**src/rtl/hbm_pd_pkg.sv**
```systemverilog
// rtl/hbm_pd_pkg.sv - shared state encoding and default limits for the HBM read/write scheduler
package hbm_pd_pkg;

  typedef enum logic [1:0] {
    IDLE  = 2'd0,
    READ  = 2'd1,
    WRITE = 2'd2,
    TURN  = 2'd3
  } state_e;

  localparam int unsigned HbmMaxBatch   = 8;
  localparam int unsigned HbmTurnCycles = 4;
  localparam int unsigned HbmMaxTxns    = 16;

endpackage

```
**src/rtl/delta_counter.sv**
```systemverilog
// rtl/delta_counter.sv - up/down counter stepping by delta_i when enabled
module delta_counter #(
  parameter int unsigned WIDTH = 4
) (
  input  logic             clk_i,
  input  logic             rst_ni,
  input  logic             clear_i,
  input  logic             en_i,
  input  logic             down_i,
  input  logic [WIDTH-1:0] delta_i,
  output logic [WIDTH-1:0] q_o
);

  always_ff @(posedge clk_i or negedge rst_ni) begin
    if (!rst_ni) begin
      q_o <= '0;
    end else if (clear_i) begin
      q_o <= '0;
    end else if (en_i) begin
      q_o <= down_i ? (q_o - delta_i) : (q_o + delta_i);
    end
  end

endmodule

```
**src/rtl/hbm_rw_scheduler.sv**
```systemverilog
// rtl/hbm_rw_scheduler.sv - batches AR/AW grants toward one HBM channel with turnaround bubbles
module hbm_rw_scheduler
  import hbm_pd_pkg::*;
#(
  parameter int unsigned MaxBatch   = HbmMaxBatch,
  parameter int unsigned TurnCycles = HbmTurnCycles,
  parameter int unsigned MaxRdTxns  = HbmMaxTxns,
  parameter int unsigned MaxWrTxns  = HbmMaxTxns
) (
  input  logic       clk_i,
  input  logic       rst_i,
  input  logic       ar_valid_i,
  output logic       ar_ready_o,
  input  logic       aw_valid_i,
  output logic       aw_ready_o,
  output logic       mem_ar_valid_o,
  input  logic       mem_ar_ready_i,
  output logic       mem_aw_valid_o,
  input  logic       mem_aw_ready_i,
  input  logic       r_last_done_i,
  input  logic       b_done_i,
  output logic [1:0] state_o,
  output logic       busy_o
);

  localparam int unsigned RdW    = $clog2(MaxRdTxns + 1);
  localparam int unsigned WrW    = $clog2(MaxWrTxns + 1);
  localparam int unsigned BatchW = $clog2(MaxBatch + 1);
  localparam logic [RdW-1:0]    RdMax     = RdW'(MaxRdTxns);
  localparam logic [WrW-1:0]    WrMax     = WrW'(MaxWrTxns);
  localparam logic [BatchW-1:0] BatchLast = BatchW'(MaxBatch - 1);
  localparam logic [3:0]        TurnLoad  = 4'(TurnCycles - 1);
  localparam logic              DirRead   = 1'b0;
  localparam logic              DirWrite  = 1'b1;

  state_e            state;
  logic              last_dir;
  logic [BatchW-1:0] batch_cnt;
  logic [3:0]        turn_cnt;
  logic [RdW-1:0]    rd_cnt;
  logic [WrW-1:0]    wr_cnt;

  logic rd_gate, wr_gate, ar_hs, aw_hs, hs, stall, batch_full, same_req, opp_req;
  logic rd_en, wr_en;

  assign rd_gate        = (state == READ)  && (rd_cnt < RdMax);
  assign wr_gate        = (state == WRITE) && (wr_cnt < WrMax);
  assign mem_ar_valid_o = ar_valid_i & rd_gate;
  assign ar_ready_o     = mem_ar_ready_i & rd_gate;
  assign mem_aw_valid_o = aw_valid_i & wr_gate;
  assign aw_ready_o     = mem_aw_ready_i & wr_gate;

  assign ar_hs      = mem_ar_valid_o & mem_ar_ready_i;
  assign aw_hs      = mem_aw_valid_o & mem_aw_ready_i;
  assign hs         = ar_hs | aw_hs;
  // A presented-but-unaccepted request pins the current direction.
  assign stall      = (mem_ar_valid_o & ~mem_ar_ready_i) | (mem_aw_valid_o & ~mem_aw_ready_i);
  assign batch_full = hs && (batch_cnt == BatchLast);
  assign same_req   = (state == WRITE) ? aw_valid_i : ar_valid_i;
  assign opp_req    = (state == WRITE) ? ar_valid_i : aw_valid_i;

  always_ff @(posedge clk_i or posedge rst_i) begin
    if (rst_i) begin
      state     <= IDLE;
      last_dir  <= DirRead;
      batch_cnt <= '0;
      turn_cnt  <= '0;
    end else begin
      case (state)
        IDLE: begin
          batch_cnt <= '0;
          if (ar_valid_i && aw_valid_i) state <= (last_dir == DirRead) ? WRITE : READ;
          else if (ar_valid_i)          state <= READ;
          else if (aw_valid_i)          state <= WRITE;
        end
        READ, WRITE: begin
          if (!stall) begin
            if (opp_req && (batch_full || !same_req)) begin
              state     <= TURN;
              last_dir  <= (state == WRITE) ? DirWrite : DirRead;
              batch_cnt <= '0;
              turn_cnt  <= TurnLoad;
            end else if (!same_req && !opp_req) begin
              state     <= IDLE;
              last_dir  <= (state == WRITE) ? DirWrite : DirRead;
              batch_cnt <= '0;
            end else if (batch_full) begin
              batch_cnt <= '0;
            end else if (hs) begin
              batch_cnt <= batch_cnt + 1'b1;
            end
          end
        end
        TURN: begin
          // The target is always the direction opposite the one just left.
          if (turn_cnt == 4'd0) begin
            state     <= (last_dir == DirWrite) ? READ : WRITE;
            batch_cnt <= '0;
          end else begin
            turn_cnt <= turn_cnt - 1'b1;
          end
        end
        default: state <= IDLE;
      endcase
    end
  end

  // Matched inc/dec cancels; a response with nothing outstanding is dropped.
  assign rd_en = (ar_hs ^ r_last_done_i) & ~(r_last_done_i & (rd_cnt == '0));
  assign wr_en = (aw_hs ^ b_done_i) & ~(b_done_i & (wr_cnt == '0));

  delta_counter #(.WIDTH(RdW)) u_rd_cnt (
    .clk_i   (clk_i),
    .rst_ni  (~rst_i),
    .clear_i (1'b0),
    .en_i    (rd_en),
    .down_i  (r_last_done_i),
    .delta_i (RdW'(1)),
    .q_o     (rd_cnt)
  );

  delta_counter #(.WIDTH(WrW)) u_wr_cnt (
    .clk_i   (clk_i),
    .rst_ni  (~rst_i),
    .clear_i (1'b0),
    .en_i    (wr_en),
    .down_i  (b_done_i),
    .delta_i (WrW'(1)),
    .q_o     (wr_cnt)
  );

  assign state_o = state;
  assign busy_o  = (rd_cnt != '0) | (wr_cnt != '0);

  always_ff @(posedge clk_i) begin
    if (!rst_i) begin
      assert (!(r_last_done_i && !ar_hs && (rd_cnt == '0))) else $warning("rd_cnt underflow on r_last_done_i");
      assert (!(b_done_i && !aw_hs && (wr_cnt == '0))) else $warning("wr_cnt underflow on b_done_i");
    end
  end

endmodule

```
**config.mk**
```make
export PLATFORM = sky130hd
export DESIGN_NAME = hbm_rw_scheduler
export DESIGN_NICKNAME = d
export VERILOG_FILES = /design/src/rtl/hbm_pd_pkg.sv /design/src/rtl/delta_counter.sv /design/src/rtl/hbm_rw_scheduler.sv
export SDC_FILE = /design/constraint.sdc
export NUM_CORES = 1
export LEC_CHECK = 0
export BUFFER_PORTS_ARGS = -buffer_cell sky130_fd_sc_hd__buf_2
export CAP_MARGIN = 0
export CORE_MARGIN = 4
export CORE_UTILIZATION = 55
export CTS_CLUSTER_SIZE = 24
export DETAILED_ROUTE_END_ITERATION = 12
export GPL_TIMING_DRIVEN = 0
export HOLD_SLACK_MARGIN = 0.15
export PLACE_DENSITY = 0.74
export RECOVER_POWER = 50
export REMOVE_ABC_BUFFERS = 1
export SKIP_LAST_GASP = 1
export SLEW_MARGIN = 25
export SYNTH_ARGS = -nofsm -noshare
export SYNTH_HDL_FRONTEND = slang
export SYNTH_HIERARCHICAL = 1
export SYNTH_SLANG_ARGS = --single-unit
```
**constraint.sdc**
```tcl
create_clock -name clk_i -period 3.1 [get_ports clk_i]
set_clock_uncertainty 0.2 [all_clocks]
set_input_delay 0.31 -clock clk_i [delete_from_list [all_inputs] [get_ports clk_i]]
set_output_delay 0.31 -clock clk_i [all_outputs]
set_load 0.02 [all_outputs]
```
==> results of run 1 <==
cells in the final DEF (no fill, tap or decap), drive strengths merged, types with 3 or more instances in the layout:
cell type  instances
conb              46
inv               22
dfrtp             21
nor2              19
ha                18
o21ai             13
nand2             12
buf               11
mux2i             10
a21oi             10
nand3              7
a211oi             7
nor2b              6
xnor2              6
clkbuf             6
mux2               5
or4                4
nor3               4
o21a               4
nand2b             3
and4bb             3
o211ai             3
nand4              3
and2               3
sequential cells by signal, indices dropped and copies added (netlist names):
name          cells
turn_cnt          4
state_o           2
batch_cnt         4
u_wr_cnt/q_o      5
u_rd_cnt/q_o      5
last_dir          1
worst min path at each step:
stage                                 end  slack [ns]  depth (start not counted)
after CTS                        last_dir        0.17                          3
after floorplan              batch_cnt[0]        0.09                          1
after detailed placement  u_rd_cnt/q_o[3]        0.30                          2
after global routing             last_dir        0.19                          3
final                            last_dir        0.19                          3
after global placement       batch_cnt[1]        0.30                          2
what timing repair did:
item | in CTS | in global routing
hold endpoints to repair | 21 | 0
setup endpoints to repair | 0 | 1
hold buffers | 1 | 0
gates resized for setup | 0 | 1
cell type report:
| cell class | instances | area, um^2 | area share |
|---|---|---|---|
| flip-flops and latches | 21 | 526 | 0.230 |
| well taps | 46 | 57.6 | 0.0251 |
| clock inverters | 1 | 5.00 | 0.00219 |
| inverters | 22 | 82.6 | 0.0361 |
| clock buffers | 3 | 22.5 | 0.00984 |
| multi-input cells | 218 | 1520 | 0.664 |
| repair buffers | 15 | 76.3 | 0.0333 |
worst reg2reg max path: cells and delay by family, from the launching register on:
family                     cells  cell delay [ns]
AOI/OAI and AO/OA              2             0.67
adders and majority gates      1             0.30
buffers and inverters          2             0.26
DFF                            1             0.47
muxes                          2             0.42
and+or+nand+nor                1             0.24
metal layers:
metal | up-vias | routed length [um]
li1 | 872 | -
met1 | 760 | 1730
met2 | 36 | 1810
met3 | 2 | 173
met4 | 0 | 11
met5 | - | 0
power by group through the flow:
stage          clock [mW]  sequential [mW]  combinational [mW]
5_1_grt             0.163            0.498                1.27
6_report            0.143            0.478                1.12
3_3_place_gp            0            0.483                1.11
4_1_cts             0.149            0.479                1.13
3_5_place_dp            0            0.485                1.12
2_1_floorplan           0            0.466               0.901
cells by family (layout without fill, tap and decap cells):
| group | after synthesis | after routing | share of synthesized area |
|---|---|---|---|
| adders and majority gates | 20 | 20 | 0.134 |
| buffers and inverters | 25 | 41 | 0.0511 |
| xor gates and xnor gates | 6 | 6 | 0.0265 |
| other | 2 | 46 | 0.00379 |
| and+or+nand+nor | 78 | 78 | 0.239 |
| DFF | 21 | 21 | 0.265 |
| muxes | 15 | 15 | 0.0846 |
| AOI/OAI and AO/OA | 53 | 53 | 0.196 |
through the flow:
stage / util / hold WS, ns / std cells / worst slack (ns)
detailed placement: 0.660 / 0.301 / 321 / 0.216
global placement: 0.660 / 0.301 / 321 / 0.164
global route: 0.670 / 0.187 / 326 / 0.189
floorplan: - / 0.0865 / 261 / 0.585
CTS: 0.671 / 0.165 / 326 / 0.181
finish: 0.670 / 0.186 / 326 / 0.433
==> flow_metrics.tcl, run 1 <==
set metrics [dict create \
    crit_path_start "state_o[0]" \
    antenna_found_initial 0 \
    synth_area_leader_cell "dfrtp_1" \
    use_met3 0.0263 \
    clk_latency_ns 0.31 \
    crit_slowest_cell "o21ai_1" \
    dr.pass1.iters 4 \
    worstReg2RegEnd "u_wr_cnt/q_o[4]" \
    synthArstFlopShare 1.00 \
    synth_flop_cell "dfrtp_1" \
    crit_path_end "u_wr_cnt/q_o[4]" \
    r2r_slack_ns 0.43 \
    leakage_nw 1.18 \
    dieArea_um2 4630 \
    startpoint_type "register" \
    setup-tns-final_ns 0 \
    vdd_drop_max_mv 0.470 \
    seq_power_share 0.274 \
    initial_core_util 0.580 \
    critical_path.top_delay_family "compound AO/OA/AOI/OAI gates" \
    row_count 21 \
    antennaDiodeCount 0 \
    path_class "register to register" \
    r2r-start "state_o[0]" \
    nNetsFinal 309 \
    die_width_um 68.0 \
    run_status "completed" \
    grtUsageTotal 0.179 \
    dr_total_vias 1670 \
    synthCells 220 \
    cts.sinks 21 \
    path_clk_slew_ns 0.13 \
    netlist.area_leader.share 0.265 \
    drt_iter0_markers 117 \
    synth_common_cells "inv_1 (22), dfrtp_1 (21), nor2_1 (19)" \
    slowest_delay_ns 0.52 \
    internal-power_mw 0.919 \
    finalCritPeriodShare 0.860 \
    drt-wirelength-per-cell_um 11.4 \
    grt_overflow 0 \
    cts_buffers 3 \
    rsz0062_at_grt "false" \
    critical_path.max_fanout 8 \
    portBuffers 14 \
    core-area_um2 3420 \
    synth_area_leaders "dfrtp_1 (27%), ha_1 (11%), mux2i_1 (5.1%)" \
    grt_pass1_vias 1524 \
    antenna_left 0 \
    swShare 0.473 \
    grt_pass1_wl_um 6420 \
    ys_seq_area_frac 0.265 \
    power_density_nw_per_um2 761 \
    worstPathArrival_ns 2.68 \
    drive_gt1_frac 0.121 \
    slew_headroom 0.448 \
    finalWirelength_um 3730 \
    finalHoldViolCount 0 \
    worstPathRequired_ns 3.11 \
    ys_seq_elements 21 \
    fin_area_um2 2290 \
    avgViaCountPerCell 5.12 \
    syn_avg_cell_area_um2 9.01 \
    p_total_mw 1.74 \
    tightest_slew_ns 0.826 \
    clkPwrFrac 0.082 \
    synth_edf_count 0 \
    r2r_cells 8 \
    placed_area_um2 2260 \
    grt_max_degree 22 \
    hp-start "aw_valid_i" \
    htreeDepth 1 \
    p_comb_frac 0.644 \
    path_cells "inv_1, ha_1, nand4b_1, o21ai_1, inv_1, a21oi_1, mux2i_1, mux2_1" \
    drc 0 \
    finalSetupViolCount 0 \
    io_pins 15 \
    cp_common_cell "inv_1" \
    cts_tree "done" \
    post-route-min-period_ns 2.67 \
    p_sw_mw 0.824 \
    grtUsageMet2 0.291 \
    crit_buf_inv 2 \
    grt_busiest_layer "met2" \
    ys_types 55 \
    yosysMostFrequentCell "inv_1" \
    gp_routability_congestion 0.908 \
    maxSlewViolCount 0 \
    cts_setup_buffers 0 \
    end_kind "register" \
    yosysWarningCount 6 \
    min_path_type "primary input to register" \
    areaGrowthSynthToFinish_pct 15.5 \
    met1_usage 0.241 \
    fillers 308 \
    clk_path_buf_depth 2 \
    cap_violations 0 \
    die_y_um 68.0 \
    root_buffer "clkbuf_4" \
    max_freq_mhz 375 \
    crit_cells 8 \
    syn-cell-area_um2 1980 \
    hpwl_um 2990 \
]
Power figures use the tool's default switching activity.
==> inputs of run 2 (changes only) <==
--- a/config.mk
+++ b/config.mk
@@ -14,7 +14,6 @@
 export GPL_TIMING_DRIVEN = 0
 export HOLD_SLACK_MARGIN = 0.15
 export PLACE_DENSITY = 0.74
-export RECOVER_POWER = 50
 export REMOVE_ABC_BUFFERS = 1
 export SKIP_LAST_GASP = 1
 export SLEW_MARGIN = 25
==> run 2 against run 1 <==
  * Cell count is the same
  * Maximum frequency is essentially flat
  * Largest cell class unchanged
  * Die area is the same
  * Combinational power is essentially flat
  * Register-to-register slack is essentially flat
  * Critical path depth is the same
  * Count of clock-buffer cells in the layout is the same
==> flow_metrics.tcl, run 2 (synthesis results as in run 1) <==
set metrics [dict create \
    run_status "completed" \
    whs_ns 0.186 \
    areaGrowthSynthToFinish_pct 15.7 \
    htreeDepth 1 \
    fin_util 0.671 \
    drive_gt1_frac 0.132 \
    hpwl_um 2990 \
    maxSlewViolCount 0 \
    worstPathArrival_ns 2.67 \
    min_path_type "primary input to register" \
    finalWirelength_um 3730 \
    cts_tree "done" \
    root_buffer "clkbuf_4" \
    path_cells "inv_1, ha_1, nand4b_1, o21ai_1, inv_1, a21oi_1, mux2i_1, mux2_1" \
    clk_latency_ns 0.31 \
    drc 0 \
    leakage_nw 1.19 \
    post-route-min-period_ns 2.67 \
    clk_path_buf_depth 2 \
    finalHoldViolCount 0 \
    fillers 306 \
    dr_total_vias 1670 \
    io_pins 15 \
    dieArea_um2 4630 \
    path_clk_slew_ns 0.13 \
    cts_buffers 3 \
    vdd_drop_max_mv 0.470 \
    startpoint_type "register" \
    slew_headroom 0.448 \
    cts.sinks 21 \
    drt_iter0_markers 117 \
    core-area_um2 3420 \
    end_kind "register" \
    nNetsFinal 309 \
    cap_violations 0 \
    slowest_delay_ns 0.52 \
    row_count 21 \
    dr.pass1.iters 4 \
    critical_path.max_fanout 8 \
    final_cell_mix "conb_1 (46), inv_1 (22), dfrtp_1 (21), nor2_1 (19), ha_1 (18)" \
    die_width_um 68.0 \
    worstPathRequired_ns 3.11 \
    grtUsageTotal 0.179 \
    max_freq_mhz 375 \
    pre_cts_slack_ns 0.216 \
    gp_routability_congestion 0.908 \
    setup_ws_ns 0.434 \
    portBuffers 14 \
    avgViaCountPerCell 5.12 \
    finalCritPeriodShare 0.860 \
    die_y_um 68.0 \
    tightest_slew_ns 0.828 \
    rsz0062_at_grt "false" \
    power_density_nw_per_um2 761 \
    crit_slowest_cell "o21ai_1" \
    grt_max_degree 22 \
    final_common_cell "conb_1" \
    finalSetupViolCount 0 \
    cp_common_cell "inv_1" \
    setup-tns-final_ns 0 \
    cts_setup_buffers 0 \
    path_class "register to register" \
    largest_registers "u_rd_cnt/q_o x5, u_wr_cnt/q_o x5" \
    grt_pass1_vias 1524 \
    grt_overflow 0 \
    antennaDiodeCount 0 \
    antenna_left 0 \
    initial_core_util 0.580 \
    antenna_found_initial 0 \
    drt-wirelength-per-cell_um 11.4 \
    grt_pass1_wl_um 6420 \
]
## run 2: metrics by stage
stage               area (um^2)  power (mW)  cells
finish                     2290        1.75    326
global route               2290        1.93    326
global placement           2260        1.59    321
detailed placement         2260        1.61    321
floorplan                  2130        1.37    261
CTS                        2290        1.75    326
## run 2: path summary, 6_finish.rpt
| kind | start | to | slack (ns) | cells after the start |
|---|---|---|---|---|
| hold / removal | aw_valid_i | last_dir | 0.19 | 3 |
| setup reg to reg | state_o[0] | u_wr_cnt/q_o[4] | 0.43 | 8 |
| max in group asynchronous | rst_i | state_o[1] | 1.71 | 3 |
| min in group asynchronous | rst_i | u_rd_cnt/q_o[0] | 0.48 | 3 |
| setup / recovery | state_o[0] | u_wr_cnt/q_o[4] | 0.43 | 8 |
| hold reg to reg | u_rd_cnt/q_o[3] | u_rd_cnt/q_o[3] | 0.33 | 2 |
## run 2: what timing repair did
action                                  CTS  global route
endpoints found under the hold margin    21             0
endpoints found under the setup margin    0             1
resized for setup                         0             1
hold buffers                              1             0
## run 2: area by class of cell
class / instances / area [um^2] / share of cell area
Clock buffer: 3 / 22.5 / 0.00982
Clock inverter: 1 / 5.00 / 0.00218
Inverter: 22 / 82.6 / 0.0360
Multi-Input combinational cell: 218 / 1520 / 0.663
Sequential cell: 21 / 526 / 0.229
Tap cell: 46 / 57.6 / 0.0251
Timing Repair Buffer: 15 / 80.1 / 0.0349
## run 2: report_power, final
part	internal (mW)	switching [mW]	leakage, nW
registers	0.368	0.109	0.272
logic	0.507	0.620	0.900
clock network	0.0482	0.0944	0.0177
## run 2: layer usage
metal  up-vias  track usage  wire length (um)
met5         -            0                 0
li1        872            -                 -
met4         0       0.0596                11
met3         2       0.0263               173
met1       760        0.241              1730
met2        36        0.291              1810
## run 2: critical path, delay by kind of cell, from the launching register on
family / cells / cell delay [ns]
AOI/OAI and AO/OA: 2 / 0.67
DFF: 1 / 0.47
muxes: 2 / 0.42
adders and majority gates: 1 / 0.30
buffers and inverters: 2 / 0.26
and+or+nand+nor: 1 / 0.24
==> inputs of run 3 (changes only) <==
--- a/config.mk
+++ b/config.mk
@@ -8,15 +8,14 @@
 export BUFFER_PORTS_ARGS = -buffer_cell sky130_fd_sc_hd__buf_2
 export CAP_MARGIN = 0
 export CORE_MARGIN = 4
-export CORE_UTILIZATION = 55
+export CORE_UTILIZATION = 50
 export CTS_CLUSTER_SIZE = 24
 export DETAILED_ROUTE_END_ITERATION = 12
 export GPL_TIMING_DRIVEN = 0
 export HOLD_SLACK_MARGIN = 0.15
-export PLACE_DENSITY = 0.74
+export PLACE_DENSITY = 0.68
 export REMOVE_ABC_BUFFERS = 1
 export SKIP_LAST_GASP = 1
-export SLEW_MARGIN = 25
 export SYNTH_ARGS = -nofsm -noshare
 export SYNTH_HDL_FRONTEND = slang
 export SYNTH_HIERARCHICAL = 1
==> run 3 against run 2 <==
  * Utilization decreased by 5.3 points
  * Maximum frequency decreased by 9.5%
  * Clock power is 34% higher
  * Non-clock buffer count is the same
  * Via count shrank 3.2%
  * Register-to-register slack got worse by 0.28 ns
  * Critical path depth unchanged
  * Highest routed layer unchanged
  * Sequential cell count stayed put
  * Critical path type unchanged
  * Combinational power about the same
  * Sequential share of layout area shrank 0.21 points
==> flow_metrics.tcl, run 3 (synthesis results as in run 1) <==
set metrics [dict create \
    run_status "completed" \
    nNetsFinal 309 \
    end_kind "register" \
    io_pins 15 \
    antennaDiodeCount 0 \
    critical_path.max_fanout 8 \
    slowest_delay_ns 0.77 \
    cap_violations 0 \
    drive_gt1_frac 0.132 \
    root_buffer "clkbuf_8" \
    crit_buf_inv 2 \
    fin_cells 328 \
    path_class "register to register" \
    dpl.cell_count 323 \
    cts_buffers 3 \
    pre_cts_slack_ns 0.227 \
    htreeDepth 1 \
    antenna_left 0 \
    final_common_cell "conb_1" \
    grt_max_degree 22 \
    finalHoldViolCount 0 \
    grt_pass1_wl_um 7030 \
    vdd_drop_max_mv 0.427 \
    clk_path_buf_depth 2 \
    grt_pass1_vias 1592 \
    critical_path.top_delay_family "compound AO/OA/AOI/OAI gates" \
    worstPathArrival_ns 2.90 \
    areaGrowthSynthToFinish_pct 16.8 \
    largest_registers "u_rd_cnt/q_o x5, u_wr_cnt/q_o x5" \
    min_path_type "primary input to register" \
    fillers 345 \
    path_clk_slew_ns 0.09 \
    clk_latency_ns 0.27 \
    avgViaCountPerCell 4.93 \
    cts_tree "done" \
    drt-wirelength-per-cell_um 11.9 \
    post-route-min-period_ns 2.95 \
    dr_total_vias 1617 \
    die_y_um 71.0 \
    dr.pass1.iters 4 \
    core-area_um2 3740 \
    grtUsageTotal 0.169 \
    initial_core_util 0.529 \
    cp_common_cell "inv_1" \
    antenna_found_initial 0 \
    maxSlewViolCount 0 \
    die_width_um 71.0 \
    hpwl_um 3060 \
    setup-tns-final_ns 0 \
    dieArea_um2 5040 \
    finalCritPeriodShare 0.950 \
    row_count 22 \
    max_freq_mhz 339 \
    rsz0062_at_grt "false" \
    slew_headroom 0.398 \
    gp_routability_congestion 0.838 \
    drc 0 \
    path_cells "inv_1, ha_1, nand4b_1, o21ai_0, inv_1, a21oi_1, mux2i_1, mux2_1" \
    finalWirelength_um 3890 \
    leakage_nw 1.20 \
    setup_ws_ns 0.154 \
    finalSetupViolCount 0 \
    tightest_slew_ns 0.893 \
    power_density_nw_per_um2 780 \
    startpoint_type "register" \
    portBuffers 14 \
    grt_overflow 0 \
    worstPathRequired_ns 3.06 \
    final_cell_mix "conb_1 (46), inv_1 (22), dfrtp_1 (21), nor2_1 (19), ha_1 (18)" \
    cts_resized 0 \
    crit_slowest_cell "o21ai_0" \
    cts.sinks 21 \
    drt_iter0_markers 85 \
]
[run 3: metal layers]
layer | vias to the layer above | global-route usage | share of wire
met1 | 717 | 0.213 | 0.49
met5 | - | 0 | 0
li1 | 872 | - | -
met3 | 4 | 0.0384 | 0.032
met4 | 0 | 0.0501 | 0.0087
met2 | 24 | 0.289 | 0.47
[run 3: power breakdown]
group / internal, mW / total, mW / switching (mW)
logic: 0.507 / 1.14 / 0.628
registers: 0.369 / 0.480 / 0.111
clock network: 0.0899 / 0.191 / 0.101
[run 3: tightest hold or removal path, cell delays in order]
cell       delay (ns)
buf_2            0.15
a2bb2oi_1        0.15
o21ai_0          0.07
[run 3: layout make-up]
type / count / area (um^2) / area share
sequential: 21 / 526 / 0.227
clock inverter: 1 / 5.00 / 0.00216
tap: 48 / 60.1 / 0.0259
multi-input combinational: 218 / 1520 / 0.657
clock buffer: 3 / 41.3 / 0.0178
inverter: 22 / 82.6 / 0.0357
timing repair buffer: 15 / 80.1 / 0.0346
[run 3: what timing repair did]
item | CTS | global route
endpoints found under the hold margin | 21 | 0
setup buffers | 0 | 0
hold buffers | 1 | 0
[run 3: path summary, 6_finish.rpt]
path,from,endpoint,slack [ns],cells after the start
max,state_o[0],u_wr_cnt/q_o[4],0.15,8
min,aw_valid_i,last_dir,0.24,3
max reg2reg,state_o[0],u_wr_cnt/q_o[4],0.15,8
min reg2reg,u_wr_cnt/q_o[3],u_wr_cnt/q_o[3],0.33,2
max in group asynchronous,rst_i,batch_cnt[3],1.64,3
min in group asynchronous,rst_i,u_rd_cnt/q_o[2],0.54,3
[run 3: stage by stage]
step | utilization | hold WS [ns] | cell area (um^2) | power [mW]
after global placement | 0.603 | 0.307 | 2260 | 1.59
final | 0.618 | 0.238 | 2310 | 1.81
after detailed placement | 0.603 | 0.314 | 2260 | 1.62
after floorplan | - | 0.0865 | 2130 | 1.37
after global routing | 0.618 | 0.255 | 2310 | 1.98
after CTS | 0.618 | 0.239 | 2310 | 1.82
